===== config.mk =====
export PLATFORM = sky130hd
export DESIGN_NAME = mem_arbiter
export DESIGN_NICKNAME = d
export VERILOG_FILES = /design/src/rtl/mem_arbiter.sv
export SDC_FILE = /design/constraint.sdc
export NUM_CORES = 1
export LEC_CHECK = 0
export BUFFER_PORTS_ARGS = -buffer_cell sky130_fd_sc_hd__buf_2
export CAP_MARGIN = 20
export CORE_ASPECT_RATIO = 0.8
export CORE_MARGIN = 5
export CORE_UTILIZATION = 48
export CTS_BUF_LIST = sky130_fd_sc_hd__clkbuf_2 sky130_fd_sc_hd__clkbuf_4 sky130_fd_sc_hd__clkbuf_8
export CTS_CLUSTER_DIAMETER = 120
export CTS_CLUSTER_SIZE = 25
export DETAILED_ROUTE_END_ITERATION = 10
export PLACE_DENSITY = 0.86
export SETUP_SLACK_MARGIN = 0.5
export SYNTH_ARGS = -nofsm -noshare
export SYNTH_HDL_FRONTEND = slang
export SYNTH_SLANG_ARGS = --single-unit
export TNS_END_PERCENT = 1

===== constraint.sdc =====
create_clock -name clk -period 2.15 [get_ports clk]
set_input_delay 0.3225 -clock clk [delete_from_list [all_inputs] [get_ports clk]]
set_output_delay 0.3225 -clock clk [all_outputs]
set_load 0.01 [all_outputs]

===== src/rtl/mem_arbiter.sv =====
// Arbiter sharing one unified RAM port between instruction fetch and load/store.
// Each grant runs a fixed-latency access and returns registered data with a one-cycle ready pulse.
module mem_arbiter #(
   parameter int ADDR_W  = 32,
   parameter int DATA_W  = 32,
   parameter int MEM_LAT = 2
) (
   input  logic              clk,
   input  logic              rst,
   input  logic              if_req,
   input  logic [ADDR_W-1:0] if_addr,
   output logic [DATA_W-1:0] if_rdata,
   output logic              if_ready,
   input  logic              mem_req,
   input  logic              mem_we,
   input  logic [3:0]        mem_sel,
   input  logic [ADDR_W-1:0] mem_addr,
   input  logic [DATA_W-1:0] mem_wdata,
   output logic [DATA_W-1:0] mem_rdata,
   output logic              mem_ready,
   output logic              ram_ce,
   output logic              ram_we,
   output logic [3:0]        ram_sel,
   output logic [ADDR_W-1:0] ram_addr,
   output logic [DATA_W-1:0] ram_wdata,
   input  logic [DATA_W-1:0] ram_rdata,
   output logic              busy
);

   typedef enum logic [1:0] {IDLE, ACCESS, DONE} state_t;

   localparam logic [3:0] CNT_LAST = 4'(MEM_LAT - 1);

   state_t            state_q;
   logic [3:0]        cnt_q;
   logic              lastMem_q;
   logic              grantMem_q;
   logic              pickMem_d;
   logic [DATA_W-1:0] ifRdata_q;
   logic [DATA_W-1:0] memRdata_q;
   logic              ifReady_q;
   logic              memReady_q;
   logic              ramCe_q;
   logic              ramWe_q;
   logic [3:0]        ramSel_q;
   logic [ADDR_W-1:0] ramAddr_q;
   logic [DATA_W-1:0] ramWdata_q;
   logic              busy_q;

   // MEM normally wins a tie, but yields to IF right after its own grant so fetch never starves.
   always_comb begin
      pickMem_d = mem_req && (!if_req || !lastMem_q);
   end

   always_ff @(posedge clk) begin
      if (!rst) begin
         state_q    <= IDLE;
         cnt_q      <= '0;
         lastMem_q  <= 1'b0;
         grantMem_q <= 1'b0;
         ifRdata_q  <= '0;
         memRdata_q <= '0;
         ifReady_q  <= 1'b0;
         memReady_q <= 1'b0;
         ramCe_q    <= 1'b0;
         ramWe_q    <= 1'b0;
         ramSel_q   <= '0;
         ramAddr_q  <= '0;
         ramWdata_q <= '0;
         busy_q     <= 1'b0;
      end else begin
         case (state_q)
            IDLE: begin
               if (if_req || mem_req) begin
                  grantMem_q <= pickMem_d;
                  lastMem_q  <= pickMem_d;
                  ramCe_q    <= 1'b1;
                  cnt_q      <= '0;
                  busy_q     <= 1'b1;
                  state_q    <= ACCESS;
                  if (pickMem_d) begin
                     ramWe_q    <= mem_we;
                     ramSel_q   <= mem_sel;
                     ramAddr_q  <= mem_addr;
                     ramWdata_q <= mem_wdata;
                  end else begin
                     ramWe_q   <= 1'b0;
                     ramSel_q  <= 4'hF;
                     ramAddr_q <= if_addr;
                  end
               end
            end
            ACCESS: begin
               cnt_q <= cnt_q + 4'd1;
               if (cnt_q == CNT_LAST) begin
                  ramCe_q <= 1'b0;
                  ramWe_q <= 1'b0;
                  state_q <= DONE;
                  if (grantMem_q) begin
                     memReady_q <= 1'b1;
                     if (!ramWe_q) begin
                        memRdata_q <= ram_rdata;
                     end
                  end else begin
                     ifReady_q <= 1'b1;
                     ifRdata_q <= ram_rdata;
                  end
               end
            end
            DONE: begin
               ifReady_q  <= 1'b0;
               memReady_q <= 1'b0;
               busy_q     <= 1'b0;
               state_q    <= IDLE;
            end
            default: begin
               state_q <= IDLE;
            end
         endcase
      end
   end

   assign if_rdata  = ifRdata_q;
   assign if_ready  = ifReady_q;
   assign mem_rdata = memRdata_q;
   assign mem_ready = memReady_q;
   assign ram_ce    = ramCe_q;
   assign ram_we    = ramWe_q;
   assign ram_sel   = ramSel_q;
   assign ram_addr  = ramAddr_q;
   assign ram_wdata = ramWdata_q;
   assign busy      = busy_q;

endmodule


* Word-level counts from Yosys, hierarchy flattened
Index checks and enable logic that the tools add are counted.
Cells by class: multiplexer cells 20, reductions and logical operators 19, add/sub/neg operators 1, div/mod/pow operators 0, multiply operators 0, bitwise logic cells 2, magnitude comparators 0, equal/unequal tests 7, shift-type cells 0
Operators by type and width (count):
- 32-bit two-way mux | 1
- 3-bit AND reduction | 5
- 1-bit case mux with 2 select lines | 5
- 1-bit two-way mux | 8
- 4-bit two-way mux | 2
- 2-bit inequality test (second input constant) | 4
- 4-bit case mux with 2 select lines | 1
- 2-bit AND reduction | 4
- 2-bit nonzero test | 3
- 4-bit by 1-bit adder with 4-bit output (second input constant) | 1
- 4-bit by 1-bit equality test with 1-bit output (second input constant) | 1
- 2-bit two-way mux | 2
- 2-bit case mux with 2 select lines | 1
- 4-bit AND reduction | 1
- 2-bit by 1-bit equality test with 1-bit output (second input constant) | 1
- 2-bit equality test (second input constant) | 1
- 1-bit zero test | 2
- 2-bit zero test | 1
- 1-bit logical OR | 2
- 1-bit NOT | 2
- 1-bit logical AND | 1
Storage, ports and cells: input bits 137, output and inout bits 137, memories 0, bits in latches 0, register bits after elaboration 144, bits in read-only memories 0, RAM bits 0

* Depth between registers and ports, before layout
depth after elaboration 6, gate-level depth with buffers 7, gate-level depth less buffers 5

* Worst setup path after synthesis
No wires, ideal clock.
kind register to register, from reg cnt_q[0], to reg ifRdata_q[10], in the netlist if_rdata[10], setup slack 390 ps, arrival time 1689 ps, cell stages (with the launch flop) 7, required time 2078 ps, path through dfxtp_1 > ha_1 > or3b_1 > buf_2 > nor3_4 > buf_6 > mux2i_1
On the way: word-level cells in the longest chain between the ends 2
RTL lines:
- from (decl) | RTL line 35 | logic [3:0] cnt_q;
- from (signal assigned) | RTL line 94 | cnt_q <= cnt_q + 4'd1;
- 4-bit by 1-bit equality test with 1-bit output | RTL line 95 | if (cnt_q == CNT_LAST) begin
- 3-bit AND reduction (no source line)
- to (signal assigned) | RTL line 106 | ifRdata_q <= ram_rdata;
- to (decl) | RTL line 39 | logic [DATA_W-1:0] ifRdata_q;
Every way passes these cells. A chain may end at the register's enable or synchronous reset.

* Worst setup path in the final report
from reg cnt_q[1], to reg ifRdata_q[11], in the netlist if_rdata[11]
Same word-level chain as after synthesis.

==> impl_metrics.toml <==
[status]
status = "completed"

[clocking]
clk_path_buf_depth = 2
clock_sinks = 144
numCtsBuffers = 17
root_buffer = "clkbuf_8"
clk_pin_slew_worst_paths_ns = 0.09
insertion_delay_ns = 0.44
h-tree-depth = 4
cts_tree = "done"

[placement]
pre_cts_slack_ns = 0.406
gp_congestion = 0.884
port_buffers = 273
dp_hpwl_mm = 11.8

[power]
swShare_pct = 29.8
clockPowerShare_pct = 35.4
pwr-share-comb_pct = 16.4
peakVddDrop_v = 0.000439
p_sw_w = 0.00181
power.leakage_nw = 3.89
powerDensity_nw_per_um2 = 778
intPower_w = 0.00426
pwr-share-seq_pct = 48.3
power_w = 0.00606

[flow_run]
cap_violations = 0

[global_route]
grt-ovfl-total = 0
grt_first_pass_wirelength_mm = 26.3
antenna_found_initial = 0
grt_pass1_vias = 5345
grt.total_usage_pct = 22.5
grt_max_degree = 100

[setup_path]
critical_path_required_ns = 2.52
r2r_start = "cnt_q[1]"
r2r_end = "if_rdata[11]"
cp_slowest_cell = "or3b_4"
rrSetupSlack_ns = 0.50
path_buf_inv = 3
critical_path_class = "reg2reg"
critPathMaxStageDelay_ns = 0.39
startpoint_type = "register"
reg2reg_depth = 7
end_kind = "register"
crit_path_max_fanout = 4
crit_chain = "inv_2, ha_4, or3b_4, nor3_4, buf_6, clkbuf_16, mux2i_1"
critPathTopFamily = "simple AND/OR/NAND/NOR gates"
crit_cells = 7
crit_arrival_ns = 2.02

[timing]
period_needed_ns = 1.65
setup_viol = 0
rsz0062_at_grt = "true"
max_freq_ghz = 0.605
slew_headroom_pct = 67.6
fin_ws_ns = 0.497
hold-worst-slack_ns = 0.116
hold_violations = 0
fin_setup_tns_ns = 0
tightest_slew_ns = 0.486
timing.final.crit_share_pct = 76.9
fin_skew_ns = 0.0109
drv_slew = 0

[layout]
drive_gt1_share_pct = 37.6
area_growth_pct = 35.4
antenna_cells = 0
nets = 1036

[detailed_routing]
drtPass1Iterations = 5
drt_iter0_drc = 261
drc_errors = 0
wirelength_mm = 16.8
viasPerCell = 5.16
ant_nets = 0
vias = 5460
wl_per_cell_um = 15.8

[die]
core-area_um2 = 11600
fp.dieArea_um2 = 14300
rows = 35
dieWidth_um = 132
start_util_pct = 49.4
io_pins = 274
die_y_um = 108

[yosys]
syn_inst = 637
synth.avg_cell_area_um2 = 9.04
seq_area_frac_synth_pct = 50.1
synth_cell_types = 39
syn-cell-area_um2 = 5760
yosysWarningCount = 0
syn-num-nets = 776
synth_seq_cells = 144

[hold_path]
hold_depth = 3
min_to = "ram_wdata[22]"
worstHoldStart = "mem_wdata[22]"
hold_class = "in2reg"
## Yosys cell counts (all sizes together)
master / n / area, um^2
nand2: 231 / 867
dfxtp: 144 / 2880
mux2i: 96 / 961
a21oi: 35 / 175
clkbuf: 34 / 128
a311oi: 32 / 280
buf: 20 / 125
nor2: 4 / 15.0
nor3: 4 / 42.5
o221a: 4 / 45.0
inv: 3 / 11.3
o21a: 3 / 22.5
a21boi: 2 / 15.0
and2: 2 / 12.5
ha: 2 / 25.0
nand2b: 2 / 12.5
nand3: 2 / 10.0
or3: 2 / 12.5
a211o: 1 / 8.76
a211oi: 1 / 7.51
a21bo: 1 / 10.0
a31oi: 1 / 6.26
a32oi: 1 / 8.76
nand3b: 1 / 7.51
nand4b: 1 / 8.76
nor2b: 1 / 6.26
nor3b: 1 / 7.51
o21ai: 1 / 5.00
o31ai: 1 / 7.51
o32ai: 1 / 8.76
or2: 1 / 6.26
or3b: 1 / 8.76
xor2: 1 / 8.76
## worst max-delay path by stage
stage | startpoint | to | slack [ns]
2_1_floorplan | cnt_q[1] | if_rdata[10] | 0.47
3_3_place_gp | cnt_q[1] | if_rdata[5] | 0.51
3_5_place_dp | cnt_q[1] | if_rdata[15] | 0.41
4_1_cts | cnt_q[1] | if_rdata[20] | 0.47
5_1_grt | cnt_q[1] | if_rdata[21] | 0.41
6_report | cnt_q[1] | if_rdata[11] | 0.50
## timing repair
item	in CTS	in global routing
pin swaps	1	1
cloned	2	2
hold buffers	0	0
resized for setup	5	2
setup buffers	5	0
setup endpoints to repair	39	72
## power groups by stage
| stage | clock (W) | combinational, W | sequential (W) |
|---|---|---|---|
| after global routing | 0.00232 | 0.00108 | 0.00295 |
| after global placement | 0 | 0.000937 | 0.00298 |
| final | 0.00214 | 0.000993 | 0.00293 |
| after CTS | 0.00220 | 0.000982 | 0.00292 |
| after detailed placement | 0 | 0.000951 | 0.00298 |
| after floorplan | 0 | 0.000483 | 0.00305 |
## registers in the layout, indices dropped and copies added, names as in the netlist
register and cells:
busy 1, cnt_q 4, grantMem_q 1, if_rdata 32
if_ready 1, mem_rdata 32, mem_ready 1, ram_addr 32
ram_ce 1, ram_sel 4, ram_wdata 32, ram_we 1
state_q 2
## layout by cell type (no fill, tap or decap), types with 7 or more instances in the layout
master    netlist  layout
buf_2          13     272
buf_4           3      13
clkbuf_8        0      17
dfxtp_1       144     142
nand2_1       231     231
a311oi_1       32      32
inv_6           0       7
mux2i_1        96      96
a21oi_1        35      35
## cell type report
cell class              count  area, um^2
fillers                   953        3850
flip-flops and latches    144        2890
clock inverters            15         166
clock buffers              17         234
repair buffers            295        1670
inverters                   3        11.3
multi-input cells         436        2650
well taps                 148         185
## metal layers
layer / part of all wire (%) / wire [um] / track usage, % / up-vias
met4: 2.7 / 455 / 9.79 / 0
li1: - / - / - / 2680
met2: 49 / 8140 / 37.1 / 206
met1: 42 / 7090 / 27.7 / 2538
met3: 6.4 / 1080 / 6.56 / 36
met5: 0 / 0 / 0 / -
## cells by family after synthesis
family                   count (synthesis)  share of synthesized area, %
AND/OR/NAND/NOR                        253                          17.7
flip-flops                             144                          50.1
multiplexers                            96                          16.7
AO/OA/AOI/OAI                           84                          10.4
buffers and inverters                   57                          4.58
adder cells (fa/ha/maj)                  2                         0.434
XOR/XNOR                                 1                         0.152
## tightest hold or removal path, cell delays in order
cell and delay (ns):
buf_2 0.09, nand2_1 0.04, mux2i_1 0.05
## metrics by stage
stage          instance area [um^2]  utilization [%]  cells
2_1_floorplan                  5780                -    637
3_3_place_gp                   7230             62.1   1017
3_5_place_dp                   7230             62.1   1017
4_1_cts                        7740             66.4   1056
5_1_grt                        7800             66.9   1058
6_report                       7800             66.9   1058
Power figures use the tool's default switching activity.
